$ cat src/rtl/riscv_core_dpath_vec_mem_unit.sv
// Strided vector load/store unit: walks up to eight 32-bit elements of one
// vector op with a single memory request in flight, assembling loads into vout.
module riscv_core_dpath_vec_mem_unit (
   input  logic         clk,
   input  logic         reset,
   input  logic         op_val,
   output logic         op_rdy,
   input  logic         op_store,
   input  logic [31:0]  op_base,
   input  logic [31:0]  op_stride,
   input  logic [3:0]   op_vl,
   input  logic [255:0] op_vdata,
   output logic         memreq_val,
   input  logic         memreq_rdy,
   output logic         memreq_rw,
   output logic [31:0]  memreq_addr,
   output logic [31:0]  memreq_data,
   input  logic         memresp_val,
   input  logic [31:0]  memresp_data,
   output logic         done_val,
   output logic [255:0] vout,
   output logic [1:0]   dbg_state
);

   // Handshakes: op and memreq transfer on a rising edge where valid and ready
   // are both high; memreq fields stay frozen while valid waits for ready.
   // memresp has no ready and is consumed only while waiting for a response.
   typedef enum logic [1:0] {
      ST_IDLE = 2'd0,
      ST_REQ  = 2'd1,
      ST_WAIT = 2'd2,
      ST_DONE = 2'd3
   } state_t;

   state_t         state_q;
   state_t         state_d;

   logic           store_q;
   logic [31:0]    addr_q;
   logic [31:0]    stride_q;
   logic [3:0]     vl_q;
   logic [2:0]     idx_q;
   logic [255:0]   vdata_q;
   logic [255:0]   vout_q;

   logic [3:0]     vl_in;
   logic           accept;
   logic           resp_take;
   logic           last_elem;
   logic [7:0]     elem_lsb;

   assign vl_in     = (op_vl > 4'd8) ? 4'd8 : op_vl;
   assign accept    = (state_q == ST_IDLE) && op_val;
   assign resp_take = (state_q == ST_WAIT) && memresp_val;
   assign last_elem = ({1'b0, idx_q} == (vl_q - 4'd1));
   assign elem_lsb  = {idx_q, 5'b00000};

   always_ff @(posedge clk) begin
      if (reset) begin
         state_q <= ST_IDLE;
      end else begin
         state_q <= state_d;
      end
   end

   always_comb begin
      state_d = state_q;
      case (state_q)
         ST_IDLE: begin
            if (op_val) begin
               state_d = (vl_in == 4'd0) ? ST_DONE : ST_REQ;
            end
         end
         ST_REQ: begin
            if (memreq_rdy) begin
               state_d = ST_WAIT;
            end
         end
         ST_WAIT: begin
            if (memresp_val) begin
               state_d = last_elem ? ST_DONE : ST_REQ;
            end
         end
         ST_DONE: begin
            state_d = ST_IDLE;
         end
         default: begin
            state_d = ST_IDLE;
         end
      endcase
   end

   // addr_q advances by stride per element, so it always equals base + idx*stride mod 2^32.
   always_ff @(posedge clk) begin
      if (reset) begin
         store_q  <= 1'b0;
         addr_q   <= 32'h0;
         stride_q <= 32'h0;
         vl_q     <= 4'd0;
         idx_q    <= 3'd0;
         vdata_q  <= '0;
         vout_q   <= '0;
      end else if (accept) begin
         store_q  <= op_store;
         addr_q   <= op_base;
         stride_q <= op_stride;
         vl_q     <= vl_in;
         idx_q    <= 3'd0;
         vdata_q  <= op_vdata;
         if (!op_store) begin
            vout_q <= '0;
         end
      end else if (resp_take) begin
         if (!store_q) begin
            vout_q[elem_lsb +: 32] <= memresp_data;
         end
         if (!last_elem) begin
            idx_q  <= idx_q + 3'd1;
            addr_q <= addr_q + stride_q;
         end
      end
   end

   always_comb begin
      op_rdy      = 1'b0;
      memreq_val  = 1'b0;
      memreq_rw   = 1'b0;
      memreq_addr = 32'h0;
      memreq_data = 32'h0;
      done_val    = 1'b0;
      case (state_q)
         ST_IDLE: begin
            op_rdy = 1'b1;
         end
         ST_REQ: begin
            memreq_val  = 1'b1;
            memreq_rw   = store_q;
            memreq_addr = addr_q;
            memreq_data = store_q ? vdata_q[elem_lsb +: 32] : 32'h0;
         end
         ST_DONE: begin
            done_val = 1'b1;
         end
         default: begin
            op_rdy = 1'b0;
         end
      endcase
   end

   assign vout      = vout_q;
   assign dbg_state = state_q;

endmodule

$ cat config.mk
export PLATFORM = sky130hd
export DESIGN_NAME = riscv_core_dpath_vec_mem_unit
export DESIGN_NICKNAME = d
export VERILOG_FILES = /design/src/rtl/riscv_core_dpath_vec_mem_unit.sv
export SDC_FILE = /design/constraint.sdc
export NUM_CORES = 1
export LEC_CHECK = 0
export BUFFER_PORTS_ARGS = -buffer_cell sky130_fd_sc_hd__buf_2
export CAP_MARGIN = 20
export CORE_AREA = 2 2 265 267
export DETAILED_ROUTE_END_ITERATION = 8
export DIE_AREA = 0 0 267 269
export HOLD_SLACK_MARGIN = 0.02
export MAX_ROUTING_LAYER = met4
export PLACE_DENSITY = 0.69
export SYNTH_ARGS = -nofsm -noshare
export SYNTH_HDL_FRONTEND = slang
export SYNTH_SLANG_ARGS = --single-unit
$ cat constraint.sdc
create_clock -name clk -period 2.41 [get_ports clk]
set_input_delay 0.6025 -clock clk [delete_from_list [all_inputs] [get_ports clk]]
set_output_delay 0.6025 -clock clk [all_outputs]
set_load 0.05 [all_outputs]
==> impl_metrics.toml <==
[sta]
fin_ws_ns = -0.418
min_period_ns = 2.83
setup_viol_count_final = 44
skew_ns = 0.0230
max_freq_mhz = 354
grt_setup_unrepaired = "yes"
part_of_the_cycle_the_worst_path_needs_pct = 117
slew_headroom_pct = 58.8
final-max-slew-violation-count = 0
fin_hold_viols = 0
finalHoldWorstSlack_ns = 0.236
setup_tns_ns = -12.67
max_slew.worst_pin.slew_ns = 0.613

[grt]
first_global_vias = 22400
global_route_wire_length_before_repair_mm = 133
m3_gr_usage_pct = 4.58
top_usage_layer = "met2"
track_usage_pct = 24.5
grt_start_max_net_pins = 118
gr-total-overflow = 0
groute.layer.met1.usage_pct = 30.8
global_route.usage.met2_pct = 39.2
antenna_found_initial = 11

[logic_synthesis]
netlist.top_cell.by_area = "sky130_fd_sc_hd__dfxtp_1"
synth_area_per_cell_um2 = 8.48
synth_top_area_share_pct = 48.1
yosys-top-cells-count = "sky130_fd_sc_hd__nand2_1 (724), sky130_fd_sc_hd__dfxtp_1 (586), sky130_fd_sc_hd__a21oi_1 (365), sky130_fd_sc_hd__nor2_1 (317), sky130_fd_sc_hd__a22oi_1 (256)"
most_numerous_cell_in_the_yosys_netlist = "sky130_fd_sc_hd__nand2_1"
yosys_register_bits = 586
synth_enable_flop_cells = 0
syn_area_um2 = 24400
asyncSetResetFlopFracSynth_pct = 0
synth-warning-count = 0
synthesis.instances = 2875
mappedNetlistNets = 3276
yosys-top-cells-area = "sky130_fd_sc_hd__dfxtp_1 (48%), sky130_fd_sc_hd__nand2_1 (11%), sky130_fd_sc_hd__a22oi_1 (7.9%)"
synth_cell_types = 80
dominantRegCellSynth = "sky130_fd_sc_hd__dfxtp_1"
synth-seq-area-share_pct = 48.1

[setup_path]
setup.worst_path.start_class = "register"
end_kind = "primary output"
crit_fanout = 7
worstPathCellList = "buf_12, buf_12, mux4_2, nand2_2, a21oi_4, buf_8"
max_stage_delay_ns = 0.56
r2r-start = "addr_q[11]$_SDFFE_PP0P_"
rr_worst_depth = 9
signal_arrival_time_at_the_worst_endpoint_ns = 2.23
worst_path_dominant_cell_family = "multiplexers"
cp.buffers_inverters = 3
crit_slowest_cell = "sky130_fd_sc_hd__mux4_2"
worst_path_most_repeated_cell = "sky130_fd_sc_hd__buf_12"
worstReg2RegEnd = "addr_q[28]$_SDFFE_PP0P_"
cp_data_required_time_ns = 1.81
worstSetupPathType = "reg2out"
r2r_slack_ns = -0.24

[detailed_routing]
avgViaCountPerCell = 5.33
drtAntennaViolNets = 0
drc = 0
routedWlPerCell_um = 20.5
drt_iter0_markers = 2320
vias = 24300
wl_mm = 93.4
router_iterations_before_antenna_repair = 6

[placement]
numPortBuffers = 687
finalWeightedCongestion = 0.916
post-dp-hpwl_mm = 63.7

[layout]
area.sequential_um2 = 11800
num-fill-cells = 6452
area_of_the_multi_input_gates_um2 = 12700
final_nets = 3949
area_delta_synth_final_pct = 39.7
drive_above_1_share_pct = 35.3

[clocking]
htreeDepth = 3
clkTransAtPathRegs_ns = 0.06
cts.sinks = 586
number_of_buffers_on_the_longest_clock_path = 3
insertion_delay_of_the_later_clocked_pin_in_the_worst_skew_pair_ns = 0.60
cts_inserted_buffers = 67
cts.root.buffer_cell = "sky130_fd_sc_hd__clkbuf_16"
cts_tree = "built"

[run]
drv_cap = 0

[status]
violated_checks = "setup timing"
result_of_the_run = "finished with violations"

[worst_hold_path]
holdPathEnd = "vdata_q[83]$_SDFFE_PP0P_"
hold_path.startpoint = "op_vdata[83]"
min_path_cells = 3
holdCritPathClass = "in2reg"

[floorplanning]
dieArea_um2 = 71800
dieHeight_um = 269
floorplan.initialDensity_pct = 35.2
die_width_um = 267
top_level_ports = 688
rows = 97
floorplan_core_area_um2 = 69300

[pwr]
worst_ir_drop_vdd_mv = 0.502
pwr_cell_area_nw_per_um2 = 710
leakagePower_nw = 14.1
-- per-stage QoR --
stage / setup WS (ns) / total power [mW] / area [µm²] / util [%] / cells
3_5_place_dp: -0.170 / 13.4 / 29900 / 43.1 / 4381
6_report: -0.418 / 24.2 / 34000 / 49.1 / 4553
3_3_place_gp: -0.145 / 13.4 / 29900 / 43.1 / 4381
4_1_cts: -0.497 / 24.1 / 33200 / 47.9 / 4527
5_1_grt: -0.470 / 25.0 / 34000 / 49.1 / 4552
2_1_floorplan: -0.0297 / 12.2 / 24800 / - / 2875
-- how the worst max path moves through the flow --
stage | startpoint | cells past startpoint | slack (ns) | end
floorplan | idx_q[0]$_SDFFE_PP0P_ | 11 | -0.03 | vout[130]$_SDFFE_PP0P_
global placement | addr_q[0]$_SDFFE_PP0P_ | 10 | -0.15 | addr_q[26]$_SDFFE_PP0P_
detailed placement | addr_q[0]$_SDFFE_PP0P_ | 10 | -0.17 | addr_q[26]$_SDFFE_PP0P_
CTS | idx_q[0]$_SDFFE_PP0P_ | 7 | -0.50 | memreq_data[3]
global route | idx_q[0]$_SDFFE_PP0P_ | 6 | -0.47 | memreq_data[17]
finish | idx_q[0]$_SDFFE_PP0P_ | 6 | -0.42 | memreq_data[17]
-- sequential cells by signal (all words and copies together), names as in the netlist --
signal,flops
vout,256
dbg_state,2
addr_q,32
vl_q,4
idx_q,3
vdata_q,256
store_q,1
stride_q,32
-- power breakdown --
part,total [mW],internal (mW),switching (mW)
registers,10.4,10.1,0.265
logic,3.23,1.27,1.95
clock network,10.6,6.31,4.27
total,24.2,17.7,6.48
-- final cells by class --
| class | instances | share of cell area, % |
|---|---|---|
| Inverter | 15 | 0.165 |
| Clock buffer | 94 | 5.81 |
| Tap cell | 940 | 3.45 |
| Timing Repair Buffer | 863 | 17.6 |
| Multi-Input combinational cell | 2015 | 37.4 |
| Antenna cell | 12 | 0.0882 |
| Clock inverter | 28 | 0.945 |
| Sequential cell | 586 | 34.6 |
-- timing repair --
| action | in CTS | in global routing |
|---|---|---|
| gates resized for setup | 209 | 146 |
| pin swaps | 56 | 52 |
| cloned | 3 | 9 |
| endpoints found under the setup margin | 80 | 175 |
| hold buffers | 0 | 0 |
| setup buffers | 21 | 9 |
-- tightest hold or removal path, delay by kind of cell --
family | cells | cell delay (ns)
AND/OR/NAND/NOR | 1 | 0.04
AO/OA/AOI/OAI | 1 | 0.05
buffers and inverters | 1 | 0.09
-- logic make-up after synthesis --
| family | after synthesis | synth area share (%) |
|---|---|---|
| AOI/OAI and AO/OA | 734 | 19.1 |
| xor gates and xnor gates | 25 | 0.955 |
| adders and majority gates | 39 | 2.03 |
| buffers and inverters | 274 | 4.69 |
| DFF | 586 | 48.1 |
| muxes | 70 | 6.17 |
| and+or+nand+nor | 1147 | 18.9 |
-- layout by cell type (no fill, tap or decap), types with 13 or more instances in the layout --
cell | netlist | final
sky130_fd_sc_hd__and2_4 | 0 | 13
sky130_fd_sc_hd__a22oi_1 | 256 | 230
sky130_fd_sc_hd__nor2_1 | 317 | 312
sky130_fd_sc_hd__a21oi_4 | 0 | 37
sky130_fd_sc_hd__ha_1 | 38 | 25
sky130_fd_sc_hd__a22oi_2 | 0 | 26
sky130_fd_sc_hd__nand3_1 | 18 | 17
sky130_fd_sc_hd__dfxtp_1 | 586 | 568
sky130_fd_sc_hd__nand2_1 | 724 | 674
sky130_fd_sc_hd__a21oi_1 | 365 | 327
sky130_fd_sc_hd__mux4_2 | 64 | 64
sky130_fd_sc_hd__nand2_2 | 1 | 40
sky130_fd_sc_hd__buf_8 | 0 | 15
sky130_fd_sc_hd__and2_1 | 34 | 20
sky130_fd_sc_hd__buf_2 | 24 | 622
sky130_fd_sc_hd__dfxtp_2 | 0 | 13
sky130_fd_sc_hd__inv_1 | 14 | 13
sky130_fd_sc_hd__clkbuf_16 | 0 | 75
sky130_fd_sc_hd__buf_6 | 3 | 58
sky130_fd_sc_hd__a311oi_1 | 15 | 14
sky130_fd_sc_hd__clkbuf_8 | 3 | 18
sky130_fd_sc_hd__buf_12 | 0 | 45
sky130_fd_sc_hd__o21ai_0 | 22 | 15
sky130_fd_sc_hd__xnor2_1 | 21 | 16
sky130_fd_sc_hd__buf_4 | 4 | 114
-- metal layers --
layer / routed length (µm) / vias to the layer above / share of wire, %
met2: 44400 / 1106 / 48
met3: 7180 / 218 / 7.7
met4: 3500 / 0 / 3.7
met5: 0 / - / 0
met1: 38400 / 11700 / 41
li1: - / 11300 / -
(Power assumes the default switching activity.)
